===== src/rtl/fp_pkg.sv =====
// Shared single-precision field definitions, FSM state encoding and result packing
// for the sequential FP subtractor.
package fp_pkg;

   localparam int unsigned FP_BIAS    = 127;
   localparam int unsigned FP_EXP_W   = 8;
   localparam int unsigned FP_MAN_W   = 23;
   localparam logic [7:0]  FP_EXP_MAX = 8'hFF;

   typedef enum logic [2:0] {
      StIdle  = 3'd0,
      StAlign = 3'd1,
      StAdd   = 3'd2,
      StNorm  = 3'd3,
      StRound = 3'd4,
      StDone  = 3'd5
   } fp_state_e;

   typedef struct packed {
      logic                sign;
      logic [FP_EXP_W-1:0] exp;
      logic [FP_MAN_W-1:0] man;
   } fp32_t;

   // man carries the hidden bit in [23]; a clear hidden bit means a zero magnitude.
   function automatic logic [31:0] fp_pack(input logic sign, input logic signed [9:0] exp,
                                           input logic [23:0] man);
      logic [31:0] res;
      if (!man[23]) begin
         res = 32'h0;
      end else if (exp >= 10'sd255) begin
         res = {sign, FP_EXP_MAX, 23'h0};
      end else if (exp <= 10'sd0) begin
         res = {sign, 31'h0};
      end else begin
         res = {sign, exp[7:0], man[22:0]};
      end
      return res;
   endfunction

endpackage


===== src/rtl/fp_norm_shifter.sv =====
// Single-bit mantissa shifter: right shift folds the two low bits into sticky,
// left shift fills with zero.
module fp_norm_shifter (
   input  logic [27:0] data_i,
   input  logic        left_i,
   output logic [27:0] data_o
);

   always_comb begin
      if (left_i) begin
         data_o = {data_i[26:0], 1'b0};
      end else begin
         data_o = {1'b0, data_i[27:2], data_i[1] | data_i[0]};
      end
   end

endmodule


===== src/rtl/floating_subtractor_seq.sv =====
// Multi-cycle IEEE-754 single subtractor (out = a - b), one shift per cycle.
// Define FP_ROUND_NEAREST_EN to add a round-to-nearest-even stage before DONE.
module floating_subtractor_seq
   import fp_pkg::*;
#(
   parameter int unsigned ALIGN_CAP = 26
) (
   input  logic        clk,
   input  logic        rst,
   input  logic        in_valid,
   output logic        in_ready,
   input  logic [31:0] a,
   input  logic [31:0] b,
   output logic        out_valid,
   input  logic        out_ready,
   output logic [31:0] out
);

   localparam logic [7:0] CapW = 8'(ALIGN_CAP);

   fp_state_e          state_q, state_d;
   logic               sign_l_q, sign_l_d;
   logic               sign_s_q, sign_s_d;
   logic signed [9:0]  exp_q, exp_d;
   logic [26:0]        man_l_q, man_l_d;
   logic [26:0]        man_s_q, man_s_d;
   logic [7:0]         cnt_q, cnt_d;
   logic               collapse_q, collapse_d;
   logic [27:0]        sum_q, sum_d;
   logic               res_sign_q, res_sign_d;
   logic [31:0]        out_q, out_d;

   fp32_t              op_a, op_b;
   logic [26:0]        man_a, man_b;
   logic               a_big;
   logic [7:0]         exp_diff;
   logic [27:0]        shf_in, shf_out;
   logic               shf_left;
   logic [27:0]        l_ext, s_ext;

`ifdef FP_ROUND_NEAREST_EN
   logic               round_up;
   logic [24:0]        man_rnd;
`endif

   // Subtraction is addition with the subtrahend's sign flipped.
   assign op_a  = a;
   assign op_b  = {~b[31], b[30:0]};
   assign man_a = (op_a.exp == 8'h00) ? 27'h0 : {1'b1, op_a.man, 3'b000};
   assign man_b = (op_b.exp == 8'h00) ? 27'h0 : {1'b1, op_b.man, 3'b000};
   assign a_big = (op_a.exp >= op_b.exp);
   assign exp_diff = a_big ? (op_a.exp - op_b.exp) : (op_b.exp - op_a.exp);

   assign l_ext = {1'b0, man_l_q};
   assign s_ext = {1'b0, man_s_q};

   fp_norm_shifter u_shifter (
      .data_i (shf_in),
      .left_i (shf_left),
      .data_o (shf_out)
   );

   always_comb begin
      state_d    = state_q;
      sign_l_d   = sign_l_q;
      sign_s_d   = sign_s_q;
      exp_d      = exp_q;
      man_l_d    = man_l_q;
      man_s_d    = man_s_q;
      cnt_d      = cnt_q;
      collapse_d = collapse_q;
      sum_d      = sum_q;
      res_sign_d = res_sign_q;
      out_d      = out_q;
      shf_in     = sum_q;
      shf_left   = 1'b0;
`ifdef FP_ROUND_NEAREST_EN
      round_up   = 1'b0;
      man_rnd    = 25'h0;
`endif

      case (state_q)
         StIdle: begin
            if (in_valid) begin
               sign_l_d   = a_big ? op_a.sign : op_b.sign;
               sign_s_d   = a_big ? op_b.sign : op_a.sign;
               man_l_d    = a_big ? man_a : man_b;
               man_s_d    = a_big ? man_b : man_a;
               exp_d      = {2'b00, (a_big ? op_a.exp : op_b.exp)};
               cnt_d      = (exp_diff > CapW) ? CapW : exp_diff;
               collapse_d = (exp_diff > CapW);
               state_d    = (exp_diff != 8'h00) ? StAlign : StAdd;
            end
         end

         StAlign: begin
            shf_in   = {1'b0, man_s_q};
            shf_left = 1'b0;
            man_s_d  = shf_out[26:0];
            cnt_d    = cnt_q - 8'd1;
            if (cnt_q == 8'd1) begin
               state_d = StAdd;
               if (collapse_q) begin
                  man_s_d = {26'h0, |shf_out[26:0]};
               end
            end
         end

         StAdd: begin
            if (sign_l_q == sign_s_q) begin
               sum_d      = l_ext + s_ext;
               res_sign_d = sign_l_q;
            end else if (man_l_q >= man_s_q) begin
               sum_d      = l_ext - s_ext;
               res_sign_d = sign_l_q;
            end else begin
               sum_d      = s_ext - l_ext;
               res_sign_d = sign_s_q;
            end
            state_d = StNorm;
         end

         StNorm: begin
            shf_in   = sum_q;
            shf_left = ~sum_q[27];
            if (sum_q == 28'h0 || sum_q[27] || sum_q[26]) begin
               if (sum_q[27]) begin
                  sum_d = shf_out;
                  exp_d = exp_q + 10'sd1;
               end
`ifdef FP_ROUND_NEAREST_EN
               state_d = StRound;
`else
               state_d = StDone;
               out_d   = fp_pack(res_sign_q, exp_d, sum_d[26:3]);
`endif
            end else begin
               sum_d = shf_out;
               exp_d = exp_q - 10'sd1;
            end
         end

`ifdef FP_ROUND_NEAREST_EN
         StRound: begin
            round_up = sum_q[2] & (sum_q[1] | sum_q[0] | sum_q[3]);
            man_rnd  = {1'b0, sum_q[26:3]} + {24'h0, round_up};
            if (man_rnd[24]) begin
               exp_d = exp_q + 10'sd1;
               out_d = fp_pack(res_sign_q, exp_d, man_rnd[24:1]);
            end else begin
               out_d = fp_pack(res_sign_q, exp_q, man_rnd[23:0]);
            end
            state_d = StDone;
         end
`endif

         StDone: begin
            if (out_ready) begin
               state_d = StIdle;
            end
         end

         default: state_d = StIdle;
      endcase
   end

   always_ff @(posedge clk or posedge rst) begin
      if (rst) begin
         state_q    <= StIdle;
         sign_l_q   <= 1'b0;
         sign_s_q   <= 1'b0;
         exp_q      <= 10'sd0;
         man_l_q    <= 27'h0;
         man_s_q    <= 27'h0;
         cnt_q      <= 8'h0;
         collapse_q <= 1'b0;
         sum_q      <= 28'h0;
         res_sign_q <= 1'b0;
         out_q      <= 32'h0;
      end else begin
         state_q    <= state_d;
         sign_l_q   <= sign_l_d;
         sign_s_q   <= sign_s_d;
         exp_q      <= exp_d;
         man_l_q    <= man_l_d;
         man_s_q    <= man_s_d;
         cnt_q      <= cnt_d;
         collapse_q <= collapse_d;
         sum_q      <= sum_d;
         res_sign_q <= res_sign_d;
         out_q      <= out_d;
      end
   end

   assign in_ready  = (state_q == StIdle);
   assign out_valid = (state_q == StDone);
   assign out       = out_q;

endmodule

===== config.mk =====
export PLATFORM = sky130hd
export DESIGN_NAME = floating_subtractor_seq
export DESIGN_NICKNAME = d
export VERILOG_FILES = /design/src/rtl/fp_pkg.sv /design/src/rtl/fp_norm_shifter.sv /design/src/rtl/floating_subtractor_seq.sv
export SDC_FILE = /design/constraint.sdc
export NUM_CORES = 1
export LEC_CHECK = 0
export ABC_AREA = 1
export CAP_MARGIN = 10
export CORE_ASPECT_RATIO = 0.5
export CORE_MARGIN = 3
export CORE_UTILIZATION = 40
export CTS_CLUSTER_SIZE = 16
export DETAILED_ROUTE_END_ITERATION = 12
export PLACE_DENSITY = 0.55
export SYNTH_ARGS = -nofsm -noshare
export SYNTH_HDL_FRONTEND = slang
export SYNTH_HIERARCHICAL = 1
export SYNTH_SLANG_ARGS = --single-unit

===== constraint.sdc =====
create_clock -name clk -period 5.25 [get_ports clk]
set_input_delay 0.7875 -clock clk [delete_from_list [all_inputs] [get_ports clk]]
set_output_delay 0.7875 -clock clk [all_outputs]
set_load 0.01 [all_outputs]

After elaboration in Yosys (flattened, before gate mapping)

Index checks and enable logic that the tools add are counted.

Word-level logic and storage cells: 98
Register bits: 139
Input bits: 68
Output and inout bits: 34

Add/subtract/negate cells: 8
Order comparisons: 5
Reduce and logical (&&, ||, !) cells: 17
Multiplexer cells: 42
Equality and inequality tests: 11
Bitwise operators: 3

Operators with widths:

| kind                                                                   | count |
|---|---|
| 28-bit two-way mux                                                     | 8 |
| 27-bit two-way mux                                                     | 7 |
| 31-bit two-way mux                                                     | 2 |
| 28-bit case mux with 2 select lines                                    | 1 |
| 27-bit by 27-bit subtractor with 28-bit output                         | 2 |
| 27-bit case mux with 2 select lines                                    | 1 |
| 10-bit two-way mux                                                     | 5 |
| 32-bit two-way mux                                                     | 1 |
| 8-bit two-way mux                                                      | 4 |
| 27-bit by 27-bit adder with 28-bit output                              | 1 |
| 28-bit logical NOT                                                     | 1 |
| 27-bit >= comparator                                                   | 1 |
| 27-bit OR reduction                                                    | 1 |
| 10-bit case mux with 2 select lines                                    | 1 |
| 8-bit logical NOT                                                      | 2 |
| 8-bit case mux with 2 select lines                                     | 1 |
| 8-bit subtractor                                                       | 2 |
| 3-bit case mux with 5 select lines                                     | 1 |
| 3-bit two-way mux                                                      | 4 |
| 10-bit by 2-bit adder with 10-bit output, second input constant        | 1 |
| 10-bit by 9-bit >= comparator with 1-bit output, second input constant | 1 |
| 10-bit by 1-bit <= comparator with 1-bit output, second input constant | 1 |
| 2-bit AND reduction                                                    | 5 |
| 10-bit by 2-bit subtractor with 10-bit output, second input constant   | 1 |
| 20 further kinds                                                       | 31 |

Longest topological paths before layout

Depth in word-level cells: 10
Depth in mapped cells: 20
Mapped depth without buffers: 18

Modules after synthesis

Netlist, hierarchy kept.

Modules (own cells, without submodules):

| module                  | sequential area each (µm²) | instances | cells each | area each (µm²) |
|---|---|---|---|---|
| floating_subtractor_seq | 3,403.3                    | 1         | 2,359      | 14,426.3 |
| fp_norm_shifter         | 0.0                        | 1         | 88         | 372.9 |

Worst setup path before layout

OpenSTA, ideal clock, no wires.

Path type: register to register
Start point: register state_q[1]
End point: register out_q[2] (netlist: out[2])
Data arrival time: 2.607 ns
Setup slack: 2.551 ns
Library setup time: 0.092 ns
Data required time: 5.158 ns
Stages on the path, launching flop included: 21
Clock period less this slack: 2.699 ns
Buffers on the path: 5
Cells stage by stage: dfrtp_1 > nand2_1 > nor2_2 > inv_2 > clkbuf_1 > buf_2 > nor2_1 > inv_2 > buf_4 > nand2_1 > nand2_1 > inv_1 > a21oi_1 > inv_1 > nor2_1 > inv_1 > nor2_2 > nand2_2 > buf_6 > buf_12 > o31ai_2

Elaborated cells on any way between the ends: 12
Classes of those cells: eq/ne: 2; mux: 9; reduce/logical: 1

RTL lines:

| element                                        | RTL line                       | RTL |
|---|---|---|
| start, declared                                | floating_subtractor_seq.sv:21  | `fp_state_e state_q, state_d;` |
| start signal, assigned                         | floating_subtractor_seq.sv:169 | `state_q <= StIdle;` |
| start signal, assigned                         | floating_subtractor_seq.sv:181 | `state_q <= state_d;` |
| 3-bit by 2-bit equality test with 1-bit output | floating_subtractor_seq.sv:82  | `case (state_q)` |
| 1-bit two-way mux                              | floating_subtractor_seq.sv:82  |  |
| via shf_left                                   | floating_subtractor_seq.sv:38  | `logic shf_left;` |
| 28-bit two-way mux                             | fp_norm_shifter.sv:10          | `if (left_i) begin` |
| via shf_out[26]                                | floating_subtractor_seq.sv:37  | `logic [27:0] shf_in, shf_out;` |
| 28-bit two-way mux                             | floating_subtractor_seq.sv:127 | `if (sum_q[27]) begin` |
| 28-bit two-way mux                             | floating_subtractor_seq.sv:126 | `if (sum_q == 28'h0 \|\| sum_q[27] \|\| sum_q[26]) begin` |
| 28-bit two-way mux                             | floating_subtractor_seq.sv:82  |  |
| 32-bit two-way mux                             | fp_pkg.sv:29                   | `if (!man[23]) begin` |
| end signal, assigned                           | floating_subtractor_seq.sv:191 | `out_q <= out_d;` |
| end, declared                                  | floating_subtractor_seq.sv:31  | `logic [31:0] out_q, out_d;` |

The timed path passes the listed nets, and every way through them passes these cells. The select of a mux whose other input is x is not followed.
A chain may end at the register's enable or synchronous reset.

Final worst setup path

Start point: register man_s_q[24]
End point: register sum_q[10]

Cells in the longest elaborated chain, start to end: 4

Ends and longest elaborated chain:

| element                             | RTL line                       | RTL |
|---|---|---|
| start, declared                     | floating_subtractor_seq.sv:26  | `logic [26:0] man_s_q, man_s_d;` |
| start signal, assigned              | floating_subtractor_seq.sv:186 | `man_s_q <= man_s_d;` |
| 27-bit >= comparator                | floating_subtractor_seq.sv:113 | `end else if (man_l_q >= man_s_q) begin` |
| 28-bit two-way mux                  | floating_subtractor_seq.sv:113 |  |
| 28-bit two-way mux                  | floating_subtractor_seq.sv:110 | `if (sign_l_q == sign_s_q) begin` |
| 28-bit case mux with 2 select lines | floating_subtractor_seq.sv:82  |  |
| end signal, assigned                | floating_subtractor_seq.sv:189 | `sum_q <= sum_d;` |
| end, declared                       | floating_subtractor_seq.sv:29  | `logic [27:0] sum_q, sum_d;` |

Every way passes these cells.

==> results.py <==
metrics = {
    "cts": {
        "post-cts-setup-buffers": 0,
        "clock_path_buffers": 2,
        "cts_resized": 0,
        "clk-insertion-delay-late_ps": 440,
        "root_buffer": "clkbuf_16",
        "cts_made_buffers": 17,
        "h-tree-depth": 4,
        "cts_tree": "built",
        "clock-sinks": 136,
        "hold_buffers": 0,
        "clk_pin_slew_worst_paths_ps": 70,
    },
    "timing": {
        "maxSlewViolCount": 0,
        "tns_ps": 0,
        "relSlewSlack_pct": 24.2,
        "fin_crit_sh_pct": 72.5,
        "tightest_slew_ps": 1140,
        "finalSetupViolations": 0,
        "skew_ps": 13.6,
        "rsz0062_at_grt": "no",
        "finalHoldViolations": 0,
        "max_freq_ghz": 0.263,
        "fin_crit_ps": 3800,
    },
    "global_route": {
        "grt_pass1_vias": 14400,
        "grt_use_met1_pct": 43.2,
        "track_usage_pct": 28.0,
        "antenna_found_initial": 1,
        "grt_max_degree": 85,
        "grt_use_met2_pct": 41.1,
        "grt.busiest_layer": "met1",
        "grt_overflow_total": 0,
        "grt_use_met3_pct": 5.02,
        "grt_pass1_wl_mm": 85.3,
    },
    "critical_path": {
        "crit_type": "register to register",
        "crit_fanout": 27,
        "critPathRequiredTime_ps": 5540,
        "path_delay_family": "simple AND/OR/NAND/NOR gates",
        "path_buf_inv": 3,
        "slowest_stage": "ha_1",
        "endpoint_kind": "register",
        "worstPathArrival_ps": 4100,
        "slowest_delay_ps": 650,
        "start_kind": "register",
        "crit_chain": "ha_1, inv_1, nor2_1, inv_1, nor3_2, nand2_2, nand2_4, inv_4, nand2_1, a21oi_1, o21ai_1, a21oi_1",
    },
    "run": {
        "maxCapViolations": 0,
    },
    "cells_and_area": {
        "num-fill-cells": 3984,
        "seq_area_mm2": 0.00340,
        "syn_to_final_growth_pct": 12.2,
        "multiInputGateArea_mm2": 0.00937,
        "diodes": 0,
        "nNetsFinal": 2638,
        "utilization_pct": 45.9,
        "drive_gt1_share_pct": 4.46,
    },
    "synth": {
        "synth_top_area_share_pct": 23.0,
        "syn_area_per_cell_um2": 6.05,
        "yosys_register_bits": 136,
        "synth-edff-count": 0,
        "async_reset_ff_share_pct": 100,
        "syn_inst": 2447,
        "yosys_warnings": 6,
        "synth.distinct_cells": 53,
        "synth_nets": 2611,
        "ys.flop_type": "dfrtp_1",
        "ys_top_cells_by_area": "dfrtp_1 23%, nand2_1 20%, inv_1 9.5%, ha_1 7.8%, o21ai_0 6.6%",
        "synth_area_leader_cell": "dfrtp_1",
        "syn-cell-area_mm2": 0.0148,
        "seq_area_frac_synth_pct": 23.0,
    },
    "floorplan": {
        "dieHeight_um": 142,
        "boundaryPins": 102,
        "start_util_pct": 40.9,
        "core_mm2": 0.0362,
        "die-area_mm2": 0.0395,
        "die_w_um": 278,
        "rows": 49,
    },
    "detailed_routing": {
        "dr.pass1.iters": 6,
        "first_iter_violations": 1787,
        "ant_nets": 0,
        "routed_wl_mm": 56.4,
        "post-route-drc-count": 0,
        "dr_total_vias": 15900,
        "post_drt_via_cell_ratio": 5.35,
        "wl_per_cell_um": 19.0,
    },
    "placed_design": {
        "dpl.hpwl_mm": 44.6,
        "port-buffer-count": 101,
        "place.gp.congestion": 0.930,
    },
    "worst_hold_path": {
        "min_path_type": "register to register",
    },
    "outcome": {
        "outcome": "finished, final reports clean",
    },
}
-- Yosys cell counts, types with 30 or more instances --
cell	count
xor2_1	43
o211ai_1	31
ha_1	92
inv_1	373
nand4_1	35
a21oi_1	190
nor3_1	30
nand3_1	88
nand2_1	802
nor2_1	169
dfrtp_1	136
clkbuf_1	54
o21ai_0	195
-- cells in the final DEF, fill, tap and decap left out, types with 35 or more instances in the layout --
master | netlist | layout
a21oi_1 | 190 | 190
clkdlybuf4s50_1 | 0 | 101
dfrtp_1 | 136 | 136
ha_1 | 92 | 92
inv_1 | 373 | 372
nand2_1 | 802 | 802
nand3_1 | 88 | 88
nand4_1 | 35 | 35
nor2_1 | 169 | 166
o21ai_0 | 195 | 195
xor2_1 | 43 | 43
-- cells by family after synthesis --
group | Yosys count | synth area share [%]
buffers and inverters | 492 | 13.8
DFF | 136 | 23.0
and+or+nand+nor | 1173 | 32.5
xor gates and xnor gates | 48 | 2.84
adders and majority gates | 96 | 8.32
AOI/OAI and AO/OA | 502 | 19.5
-- state kept, by name, indices dropped and copies added, names as in the netlist --
register / count
exp_q: 10
state_q: 3
man_s_q: 27
sign_s_q: 1
sum_q: 28
res_sign_q: 1
sign_l_q: 1
cnt_q: 8
man_l_q: 24
collapse_q: 1
out: 32
-- tightest hold or removal path: stages, from the launching register on --
cell and delay, ps:
dfrtp_1 340, nand2_1 60, o31ai_2 50
-- final cells by class --
class / count / area share [%]
repair buffers: 116 / 6.77
multi-input cells: 1819 / 56.5
clock inverters: 13 / 1.15
clock buffers: 19 / 2.73
flip-flops and latches: 136 / 20.5
well taps: 484 / 3.65
inverters: 384 / 8.73
-- metal layers --
metal / vias to the layer above / part of all wire, %
met5: - / 0
met4: 0 / 0.91
met3: 30 / 7.9
met2: 512 / 41
met1: 7499 / 50
li1: 7849 / -
-- worst paths after layout --
path                             startpoint   endpoint  slack, ps  cells past startpoint
worst max-delay path            man_s_q[24]  sum_q[10]       1450                     12
worst min-delay path                 out[7]     out[7]        490                      2
worst max register to register  man_s_q[24]  sum_q[10]       1450                     12
worst min register to register       out[7]     out[7]        490                      2
max in group asynchronous               rst   cnt_q[1]       3480                      3
min in group asynchronous               rst     out[6]        870                      2
-- through the flow --
step                hold WS (ps)  setup slack [ps]  instance area [µm²]  cells
floorplan                    463               823                14800   2447
global placement             471              1310                16000   2939
detailed placement           479              1280                16000   2939
CTS                          493              1470                16600   2971
global route                 518              1040                16600   2971
finish                       491              1450                16600   2971
Power is not shown: default switching activity piles up to over one toggle a cycle in this logic, so the estimate is an artifact.
